`src/rtl/chan_fifo_bridge.sv`:
```
// Maps one host channel onto a show-ahead RX/TX byte FIFO pair; every other channel reads 0x00 and swallows writes.
// Define CHAN_FIFO_STATUS_EN to add the status channel (TX count read, bit0 write flushes both FIFOs).
module chan_fifo_bridge #(
  parameter logic [6:0] FIFO_CHAN   = 7'd0,
  parameter logic [6:0] STATUS_CHAN = 7'd1,
  parameter int         DEPTH_LOG2  = 4
) (
  input  logic       clk_in,
  input  logic       reset_in,
  input  logic [6:0] chanAddr_in,
  input  logic [7:0] h2fData_in,
  input  logic       h2fValid_in,
  output logic       h2fReady_out,
  output logic [7:0] f2hData_out,
  output logic       f2hValid_out,
  input  logic       f2hReady_in,
  output logic [7:0] rxData_out,
  output logic       rxValid_out,
  input  logic       rxReady_in,
  input  logic [7:0] txData_in,
  input  logic       txValid_in,
  output logic       txReady_out
);

  localparam int                  DEPTH    = 1 << DEPTH_LOG2;
  localparam int                  CW       = DEPTH_LOG2 + 1;
  localparam logic [CW-1:0]       FULL_CNT = {1'b1, {DEPTH_LOG2{1'b0}}};
  localparam logic [DEPTH_LOG2-1:0] PTR_ONE = DEPTH_LOG2'(1);

  logic [7:0]            rxMem [DEPTH];
  logic [7:0]            txMem [DEPTH];
  logic [DEPTH_LOG2-1:0] rxRdPtr, rxWrPtr, txRdPtr, txWrPtr;
  logic [CW-1:0]         rxCount, txCount;

  logic rxFull, rxEmpty, txFull, txEmpty;
  logic selFifo;
  logic rxPush, rxPop, txPush, txPop;

  assign rxFull  = (rxCount == FULL_CNT);
  assign rxEmpty = (rxCount == '0);
  assign txFull  = (txCount == FULL_CNT);
  assign txEmpty = (txCount == '0);

  assign selFifo = (chanAddr_in == FIFO_CHAN);

  // Ready/valid depend only on registered counts, never on the opposite side's handshake
  assign h2fReady_out = selFifo ? !rxFull  : 1'b1;
  assign f2hValid_out = selFifo ? !txEmpty : 1'b1;
  assign rxValid_out  = !rxEmpty;
  assign rxData_out   = rxMem[rxRdPtr];
  assign txReady_out  = !txFull;

`ifdef CHAN_FIFO_STATUS_EN
  logic selStatus;
  logic flush;
  assign selStatus = (chanAddr_in == STATUS_CHAN);
  assign flush     = selStatus && h2fValid_in && h2fData_in[0];
`endif

  always_comb begin
    f2hData_out = 8'h00;
    if (selFifo) begin
      f2hData_out = txMem[txRdPtr];
    end
`ifdef CHAN_FIFO_STATUS_EN
    else if (selStatus) begin
      f2hData_out = 8'(txCount);
    end
`endif
  end

  assign rxPush = selFifo && h2fValid_in && !rxFull;
  assign rxPop  = rxReady_in && !rxEmpty;
  assign txPush = txValid_in && !txFull;
  assign txPop  = selFifo && f2hReady_in && !txEmpty;

  // Storage is never reset; a write during a flush lands in a slot the reset pointers ignore
  always_ff @(posedge clk_in) begin
    if (rxPush) rxMem[rxWrPtr] <= h2fData_in;
    if (txPush) txMem[txWrPtr] <= txData_in;
  end

  always_ff @(posedge clk_in or negedge reset_in) begin
    if (!reset_in) begin
      rxRdPtr <= '0;
      rxWrPtr <= '0;
      rxCount <= '0;
      txRdPtr <= '0;
      txWrPtr <= '0;
      txCount <= '0;
    end else begin
`ifdef CHAN_FIFO_STATUS_EN
      if (flush) begin
        rxRdPtr <= '0;
        rxWrPtr <= '0;
        rxCount <= '0;
        txRdPtr <= '0;
        txWrPtr <= '0;
        txCount <= '0;
      end else begin
`endif
        if (rxPush) rxWrPtr <= rxWrPtr + PTR_ONE;
        if (rxPop)  rxRdPtr <= rxRdPtr + PTR_ONE;
        rxCount <= rxCount + CW'(rxPush) - CW'(rxPop);
        if (txPush) txWrPtr <= txWrPtr + PTR_ONE;
        if (txPop)  txRdPtr <= txRdPtr + PTR_ONE;
        txCount <= txCount + CW'(txPush) - CW'(txPop);
`ifdef CHAN_FIFO_STATUS_EN
      end
`endif
    end
  end

endmodule

```
`config.mk`:
```
export PLATFORM = sky130hd
export DESIGN_NAME = chan_fifo_bridge
export DESIGN_NICKNAME = d
export VERILOG_FILES = /design/src/rtl/chan_fifo_bridge.sv
export SDC_FILE = /design/constraint.sdc
export NUM_CORES = 1
export LEC_CHECK = 0
export BUFFER_PORTS_ARGS = -buffer_cell sky130_fd_sc_hd__buf_4
export CORE_ASPECT_RATIO = 0.75
export CORE_MARGIN = 1
export CORE_UTILIZATION = 62
export DETAILED_ROUTE_END_ITERATION = 10
export GPL_TIMING_DRIVEN = 0
export PLACE_DENSITY = 0.83
export SYNTH_ARGS = -nofsm -noshare
export SYNTH_HDL_FRONTEND = slang
export SYNTH_SLANG_ARGS = --single-unit
```
`constraint.sdc`:
```
create_clock -name clk_in -period 5.39 [get_ports clk_in]
set_input_delay 0.8085 -clock clk_in [delete_from_list [all_inputs] [get_ports clk_in]]
set_output_delay 0.8085 -clock clk_in [all_outputs]
set_load 0.005 [all_outputs]
```
# Word level (Yosys, flattened, before mapping)
# Memory sizes are Yosys's and may differ from the RTL's.
# Cells that the tools add are included.
[classes]
magnitude_cmp = 0
n_mux = 7
eq_ne = 2
n_addsub = 8
n_mul = 0
bitwise = 0
n_div = 0
reduce_logical = 13
shifts = 0
[ops]
columns = ["op", "n"]
rows = [
  ["$add A4 B1 Y4 const B", 4],
  ["$add A5 B1 Y5", 2],
  ["$eq A5 B5 Y1 const B", 2],
  ["$logic_not A5 Y1", 2],
  ["$sub A5 B1 Y5", 2],
  ["$mux W8", 1],
  ["$logic_not A7 Y1", 1],
  ["$logic_and A1 B1 Y1", 6],
  ["$mux W1", 6],
  ["$logic_not A1 Y1", 4],
]
[word_totals]
latch_bits = 0
romBits = 0
output_inout_bits = 20
in_bits = 29
wordCells = 38
mem_bits_rw = 256
reg_bits = 26
mem_count = 2
[mem_list]
columns = ["name", "depth", "word_bits", "rd", "rd_clocked_by_memory_dff", "wr", "line_no", "rtl"]
rows = [
  ["rxMem", 16, 8, 1, 0, 1, "30", "logic [7:0] rxMem [DEPTH];"],
  ["txMem", 16, 8, 1, 0, 1, "31", "logic [7:0] txMem [DEPTH];"],
]

# Longest topological paths before layout
# Gate-level depths: netlist (run 1).
[depth]
depth_word = 5
ltp_mapped = 15
ltp_nobuf = 14

# Least setup slack after synthesis (run 1)
# OpenSTA, ideal clock, no wires.
[synth_timing]
kind = "input -> register"
from = "in chanAddr_in[4]"
to = "reg rxCount[4]"
t_required_ns = 5.310
cell_stages = 13
slack_ns = 2.431
n_path_buf = 1
setup_ns = 0.080
arrival_time_ns = 2.879
cell_sequence = "nor4_1 > and4b_1 > buf_4 > inv_2 > ha_1 > inv_1 > ha_1 > inv_1 > fa_1 > inv_1 > a21oi_1 > o21bai_1 > xnor2_1"
[synth_between]
elab_chain_len = 5
[synth_lines]
columns = ["item", "line_no", "rtl"]
rows = [
  ["start, declared", "10", "input logic [6:0] chanAddr_in,"],
  ["$logic_not A7 Y1", "44", "assign selFifo = (chanAddr_in == FIFO_CHAN);"],
  ["$logic_and A1 B1 Y1 (2 in a row)", "72", "assign rxPush = selFifo && h2fValid_in && !rxFull;"],
  ["$add A5 B1 Y5", "104", "rxCount <= rxCount + CW'(rxPush) - CW'(rxPop);"],
  ["$sub A5 B1 Y5", "104", ""],
  ["end signal, assigned", "104", ""],
  ["end, declared", "33", "logic [CW-1:0] rxCount, txCount;"],
]
# Every way passes these cells.
# A chain may end at the register's enable or synchronous reset.

# Worst setup path after layout (run 1)
[layout_timing]
from = "reg rxRdPtr[1]"
to = "out rxData_out[5]"
[layout_between]
elab_chain_len = 1
[layout_lines]
columns = ["item", "line_no", "rtl"]
rows = [
  ["start, declared", "32", "logic [DEPTH_LOG2-1:0] rxRdPtr, rxWrPtr, txRdPtr, txWrPtr;"],
  ["start signal, assigned", "103", "if (rxPop) rxRdPtr <= rxRdPtr + PTR_ONE;"],
  ["$mem_v2 Z16 W8", "n/a", ""],
  ["end, declared", "17", "output logic [7:0] rxData_out,"],
]
# Every way passes these cells.

==> results.toml, run 1 <==
[power]
cellLeakagePower_nw = 4.48
pwr_density_cell_mw_per_mm2 = 459
irDropWorstVdd_mv = 0.246

[detailed_routing]
avgRoutedWirePerCell_um = 27.3
drt_iter0_drc = 775
detail_route.drc_violations = 0
dr.pass1.iters = 5
via_per_inst = 6.59
overall_routed_net_length_mm = 25.3
via_count = 6093
postRouteAntennaNets = 0

[placed_design]
buffer_ports.inserted = 48
dpl.hpwl_mm = 15.6
globalplace.congestion = 0.795

[global_routing]
globalRoute.totalOverflow = 0
number_of_antenna_violations_at_the_first_check_in_global_routing = 0
largest_net_degree_at_the_start_of_global_routing = 27
grt_pass1_wl_mm = 37.7
grt_pass1_vias = 6201
track_usage_pct = 27.5

[worst_setup_path]
start_kind = "flip-flop"
crit_path_end_kind = "output pin"
critical-path-top-delay-family = "buffers and inverters"
timing.critical_path.slowest_stage_cell = "sky130_fd_sc_hd__clkbuf_1"
timing.setup.critical_path_class = "flip-flop to output pin"
reg2reg_slack_ns = 2.32
timing.critical_path.cells = "clkbuf_1 > clkbuf_1 > mux4_2 > a22oi_1 > nand2_1 > buf_4"
critical_path_cell_count = 6
crit_arrival_ns = 2.90
worstPathBufferInverterCount = 3
critical_path_peak_fanout = 10
reg2reg_from = "txCount[2]"
critPathMaxStageDelay_ns = 0.54
required_ns = 4.58
critical_path.most_common_cell = "sky130_fd_sc_hd__clkbuf_1"
cell_count_of_the_worst_reg_to_reg_path = 14
r2r_end = "txCount[4]"

[timing]
max_freq_ghz = 0.270
rsz_0062_raised_after_global_routing = "false"
setup_viol = 0
worst_slew_pin_slew_ns = 1.35
layout_min_cycle_time_ns = 3.71
fin_setup_tns_ns = 0
worst_setup_skew_after_layout_ns = 0.0128
slew_violations = 0
timing.final.hold_violations = 0
post-route-period-util_pct = 68.7
relSlewSlack_pct = 9.06

[synth]
synth_async_sr_flop_share_pct = 9.22
synth_area_mm2 = 0.0115
yosysSeqAreaShare_pct = 72.7
synth-simple-area-share_pct = 3.62
yosys_most_used_dff = "sky130_fd_sc_hd__edfxtp_1"
postSynthCellCount = 585
post_synth_xor_area_fraction_pct = 1.53
library_cells_used_by_synthesis = 41
dominant_combinational_cell_family_by_area_after_synthesis = "multiplexers"
synth.area.mux_share_pct = 14.8
synth-edff-count = 256
synth_compound_area_share_pct = 2.33
synth.ff_latch_count = 282
postSynthAreaPerCell_um2 = 19.6
synthAdderAreaFrac_pct = 2.75
yosys_warning_total = 0
mappedNetlistNets = 638

[floorplanning]
initial_core_util_pct = 64.2
die_w_um = 159
rows = 42
vert_die_dim_um = 120
die_area_mm2 = 0.0191
ioPinCount = 49
core-area_mm2 = 0.0179

[cells_and_area]
final.fill_count = 1003
multi_input_area_mm2 = 0.00290
layout.area.seq_mm2 = 0.00834
finished_core_util_pct = 73.3
insertedDiodeCount = 0
drive_gt1_share_pct = 26.1
final_nets = 716
area_growth_syn_to_layout_pct = 14.2

[min_path]
hp-class = "input pin to async pin"

[clock_tree]
htree_levels = 1
cts.repair_timing.setup_buffer_count = 0
worst_skew_pair.late_latency_ns = 0.53
numCtsBuffers = 26
tritoncts = "built"
ctsLongestPathBuffers = 3
cts_repair_resize_count = 0
worst_setup_hold_path_clk_slew_ns = 0.07
ctsRootBufferMaster = "sky130_fd_sc_hd__clkbuf_16"
ctsHoldBuffers = 0
clk_sink_count = 282

[run_status]
result_of_the_run = "finished, final reports clean"

[run]
maxCapViolCount = 0
==> sequential cells by signal (all words and copies together), names as in the netlist <==
signal	cells
rxWrPtr	4
rxRdPtr	4
txMem	128
txWrPtr	4
txCount	5
rxMem	128
rxCount	5
txRdPtr	4
==> metal layers <==
layer | vias up | GRT usage, % | part of all wire (%)
met4 | 0 | 6.79 | 2.2
met3 | 51 | 7.29 | 12
met5 | - | 0 | 0
li1 | 2486 | - | -
met1 | 3133 | 40.4 | 40
met2 | 423 | 41.8 | 46
==> worst reg2reg max path, delay by kind of cell (launching register included) <==
kind | cells | cell delay [ns]
AOI/OAI and AO/OA | 2 | 0.23
buffers and inverters | 5 | 0.37
adders and majority gates | 4 | 1.01
and+or+nand+nor | 2 | 0.88
xor gates and xnor gates | 1 | 0.14
DFF | 1 | 0.38
==> cell type report <==
class	instances	area share (%)
flip-flops and latches	282	63.6
multi-input cells	245	22.1
clock buffers	36	5.72
repair buffers	50	2.86
well taps	242	2.31
clock inverters	12	1.32
plain buffers	31	1.28
inverters	27	0.773
==> metrics by stage <==
stage	hold slack, ns	area [µm²]	worst slack (ns)	total power [W]	instances
global placement	0.505	12100	1.82	0.00396	875
finish	0.186	13100	1.68	0.00602	925
floorplan	0.485	11500	2.43	0.00359	585
detailed placement	0.525	12200	2.00	0.00404	877
global route	0.205	13100	1.61	0.00622	925
CTS	0.185	13100	1.69	0.00601	925
==> cell usage in the layout, fill, tap and decap left out, drive strengths merged, types with 3 or more instances in the layout <==
cell,instances
nand2b,3
buf,69
mux4,64
mux2,10
clkbuf,48
xor2,6
a21oi,12
clkinvlp,3
ha,22
edfxtp,256
inv,28
and2,12
mux2i,8
nor4,5
nor3,5
xnor2,14
nor2,18
a22oi,16
o21ai,10
nand2,18
bufinv,4
dfrtp,26
clkinv,4
nand4,5
==> synthesized netlist by cell type (all sizes together), types with 14 or more instances <==
| master | count | share of area, % |
|---|---|---|
| edfxtp | 256 | 67 |
| mux4 | 64 | 13 |
| inv | 27 | 0.88 |
| dfrtp | 26 | 5.7 |
| ha | 22 | 2.4 |
| buf | 19 | 1.1 |
| nand2 | 18 | 0.59 |
| nor2 | 18 | 0.59 |
| a22oi | 16 | 1.0 |
| xnor2 | 14 | 1.1 |
==> how the worst max path moves through the flow <==
stage / startpoint / end / slack (ns)
after global routing: rxRdPtr[1] / rxData_out[3] / 1.61
after floorplan: chanAddr_in[4] / rxCount[4] / 2.43
after global placement: chanAddr_in[4] / rxMem[0][1] / 1.82
after detailed placement: chanAddr_in[4] / rxCount[4] / 2.00
final: rxRdPtr[1] / rxData_out[5] / 1.68
after CTS: rxRdPtr[1] / rxData_out[5] / 1.69
==> power by group <==
| group | total, W | switching, W | internal [W] |
|---|---|---|---|
| logic | 0.00139 | 0.000766 | 0.000620 |
| registers | 0.00267 | 0.0000965 | 0.00257 |
| clock network | 0.00196 | 0.000796 | 0.00117 |
==> cells by family (layout without fill, tap and decap cells) <==
logic type,Yosys count,in the layout
buf+inv,58,156
flops,282,282
mux,82,82
compound gates,42,42
fa+ha+maj,24,24
simple gates,77,77
xor+xnor,20,20
Note: power is estimated with default switching activity, not from simulation.
==> inputs of run 2 (changes only) <==
- ABC_AREA: unset -> 1
- clock period: 5.39 -> 3.45 ns (I/O delays scaled with it)
==> run 2 against run 1 <==
  * Setup slack lost 1.2 ns
  * Clock-buffer cell count is 1 lower
  * Sequential share of layout area down 3.7 points
  * Critical path depth increased by 1
  * Clock power increased by 47%
  * Final cell count is 61% higher
  * Largest cell class unchanged
  * Largest power group unchanged
  * Routed wire length increased by 12%
  * Synthesized cell count rose by 95%
  * Clock skew is 0.00069 ns higher
  * Via count grew 41%
  * Non-clock buffer count grew 20
  * Hold slack improved by 0.14 ns
==> results.toml, run 2 <==
[run_status]
result_of_the_run = "finished, final reports clean"

[synth]
yosysSeqAreaShare_pct = 67.5
postSynthAreaPerCell_um2 = 10.8
synth_area_leaders = "sky130_fd_sc_hd__edfxtp_1 (62%), sky130_fd_sc_hd__nand2_1 (6.2%), sky130_fd_sc_hd__dfrtp_1 (5.3%)"
synth-edff-count = 256
synth.cells.most_frequent = "sky130_fd_sc_hd__edfxtp_1 (256), sky130_fd_sc_hd__nand2_1 (205), sky130_fd_sc_hd__inv_1 (167)"
yosys_most_used_dff = "sky130_fd_sc_hd__edfxtp_1"
synth_area_mm2 = 0.0124
postSynthCellCount = 1140
library_cells_used_by_synthesis = 24
most_area_hungry_cell_type_in_the_yosys_netlist = "sky130_fd_sc_hd__edfxtp_1"
yosys_warning_total = 0
mappedNetlistNets = 1193
synth_async_sr_flop_share_pct = 9.22
synth.ff_latch_count = 282
synth.top_cell.area_share_pct = 62.2
synth_most_common_cell = "sky130_fd_sc_hd__edfxtp_1"

[timing]
post-route-period-util_pct = 85.6
fin_ws_ns = 0.498
slew_violations = 0
rsz_0062_raised_after_global_routing = "false"
relSlewSlack_pct = 13.0
max_freq_ghz = 0.339
layout_min_cycle_time_ns = 2.95
worst_slew_pin_slew_ns = 1.30
worst_setup_skew_after_layout_ns = 0.0135
fin_setup_tns_ns = 0
timing.final.hold_violations = 0
setup_viol = 0

[cells_and_area]
insertedDiodeCount = 0
drive_gt1_share_pct = 11.0
layout_commonest_cell = "sky130_fd_sc_hd__edfxtp_1"
layoutNonFillerInstCount = 1491
reg.largest.list = "rxMem (128), txMem (128)"
final_nets = 1271
post-route-cell-area_mm2 = 0.0139
most_frequent_cells_in_the_layout = "sky130_fd_sc_hd__edfxtp_1 (256), sky130_fd_sc_hd__nand2_1 (205), sky130_fd_sc_hd__inv_1 (167)"
area_growth_syn_to_layout_pct = 12.6

[global_routing]
globalRoute.totalOverflow = 0
number_of_antenna_violations_at_the_first_check_in_global_routing = 0
track_usage_pct = 28.5
grt_pass1_vias = 8176
grt_pass1_wl_mm = 43.5
largest_net_degree_at_the_start_of_global_routing = 27

[worst_setup_path]
crit_arrival_ns = 2.43
start_kind = "flip-flop"
timing.critical_path.cells = "inv_2 > clkbuf_1 > o21ai_0 > o211ai_1 > nand3_1 > nand2_1 > buf_4"
reg2reg_from = "rxCount[2]"
timing.critical_path.slowest_stage_cell = "sky130_fd_sc_hd__dfrtp_1"
cell_count_of_the_worst_reg_to_reg_path = 13
reg2reg_slack_ns = 0.66
worstSetupStartpoint = "rxRdPtr[1]"
critical_path_peak_fanout = 10
crit_end = "rxData_out[4]"
r2r_end = "rxCount[4]"
crit_path_end_kind = "output pin"
critPathMaxStageDelay_ns = 0.46
required_ns = 2.93
timing.setup.critical_path_class = "flip-flop to output pin"

[placed_design]
buffer_ports.inserted = 48
dpl_worst_slack_ns = 0.397
placedCellCount = 1441
postPlaceCellArea_mm2 = 0.0130
globalplace.congestion = 0.935
dpl.hpwl_mm = 19.3

[detailed_routing]
dr.pass1.iters = 6
via_count = 8592
overall_routed_net_length_mm = 28.4
postRouteAntennaNets = 0
via_per_inst = 5.76
drt_iter0_drc = 1097
avgRoutedWirePerCell_um = 19.1
detail_route.drc_violations = 0

[power]
cellLeakagePower_nw = 5.66
irDropWorstVdd_mv = 0.549
pwr_density_cell_mw_per_mm2 = 720

[clock_tree]
worst_skew_pair.late_latency_ns = 0.52
tritoncts = "built"
numCtsBuffers = 27
cts.repair_timing.setup_buffer_count = 0
worst_setup_hold_path_clk_slew_ns = 0.07
htree_levels = 1
clk_sink_count = 282
ctsRootBufferMaster = "sky130_fd_sc_hd__clkbuf_16"
ctsLongestPathBuffers = 3

[floorplanning]
core-area_mm2 = 0.0194
rows = 44
initial_core_util_pct = 63.6
die_area_mm2 = 0.0205
die_w_um = 165
vert_die_dim_um = 124
ioPinCount = 49

[min_path]
hp-class = "input pin to flip-flop"

[run]
maxCapViolCount = 0
## run 2: changes by cell type in the layout (fill, tap and decap cells not counted), moves of 14 or more
cell	delta
sky130_fd_sc_hd__nand2_1	+187
sky130_fd_sc_hd__nand3_1	+122
sky130_fd_sc_hd__buf_2	+14
sky130_fd_sc_hd__mux4_1	-15
sky130_fd_sc_hd__o211ai_1	+19
sky130_fd_sc_hd__a22oi_1	-16
sky130_fd_sc_hd__mux4_2	-49
sky130_fd_sc_hd__inv_1	+141
sky130_fd_sc_hd__nor2_1	+107
sky130_fd_sc_hd__o21ai_0	+68
## run 2: power breakdown
group / internal, W / switching (W)
Clock: 0.00166 / 0.00123
Sequential: 0.00401 / 0.000138
Combinational: 0.00100 / 0.00199
## run 2: through the flow
step / hold slack [ns] / util (%) / total power [W]
5_1_grt: 0.320 / 71.6 / 0.0105
2_1_floorplan: 0.222 / - / 0.00606
6_report: 0.321 / 71.6 / 0.0100
4_1_cts: 0.308 / 71.6 / 0.00997
3_5_place_dp: 0.459 / 67.0 / 0.00710
3_3_place_gp: 0.455 / 67.0 / 0.00694
## run 2: cell type report
cell class                 instances  area, µm²
clock inverter                    14        134
tap                              253        317
inverter                         175        657
buffer                            52        290
sequential                       282       8340
fill                            1272       5520
clock buffer                      35        736
multi-input combinational        631       3070
timing repair buffer              49        370
## run 2: routing by layer
layer  wire length (µm)  GRT usage (%)
met1              11500           42.8
met3               3510           6.25
met5                  0              0
met4                614           7.18
met2              12800           42.5
## run 2: worst min-delay path by stage
stage               cells past startpoint           to           from  slack (ns)
floorplan                               0   rxCount[0]       reset_in        0.22
global placement                        1   rxCount[2]       reset_in        0.45
detailed placement                      1   rxCount[2]       reset_in        0.46
CTS                                     1  rxMem[0][7]  h2fData_in[7]        0.31
global route                            1  rxMem[6][7]  h2fData_in[7]        0.32
finish                                  1  rxMem[6][7]  h2fData_in[7]        0.32
## run 2: cells by family (layout without fill, tap and decap cells)
family | count (synthesis) | count (layout) | share of synthesized area [%]
AND/OR/NAND/NOR | 472 | 472 | 15.9
flip-flops | 282 | 282 | 67.5
buffers and inverters | 227 | 325 | 7.67
AO/OA/AOI/OAI | 116 | 116 | 5.08
adder cells (fa/ha/maj) | 24 | 24 | 2.55
XOR/XNOR | 19 | 19 | 1.35
## run 2: timing repair
| item | 4_1_cts | 5_1_grt |
|---|---|---|
| gates resized for setup | 0 | 0 |
| endpoints found under the hold margin | 26 | 0 |
| hold buffers | 1 | 0 |
| endpoints found under the setup margin | 0 | 0 |
## run 2: worst max-delay path, delay by kind of cell (launching register included)
kind	cells	cell delay, ns
flops	1	0.46
buf+inv	3	0.74
simple gates	2	0.32
compound gates	2	0.41
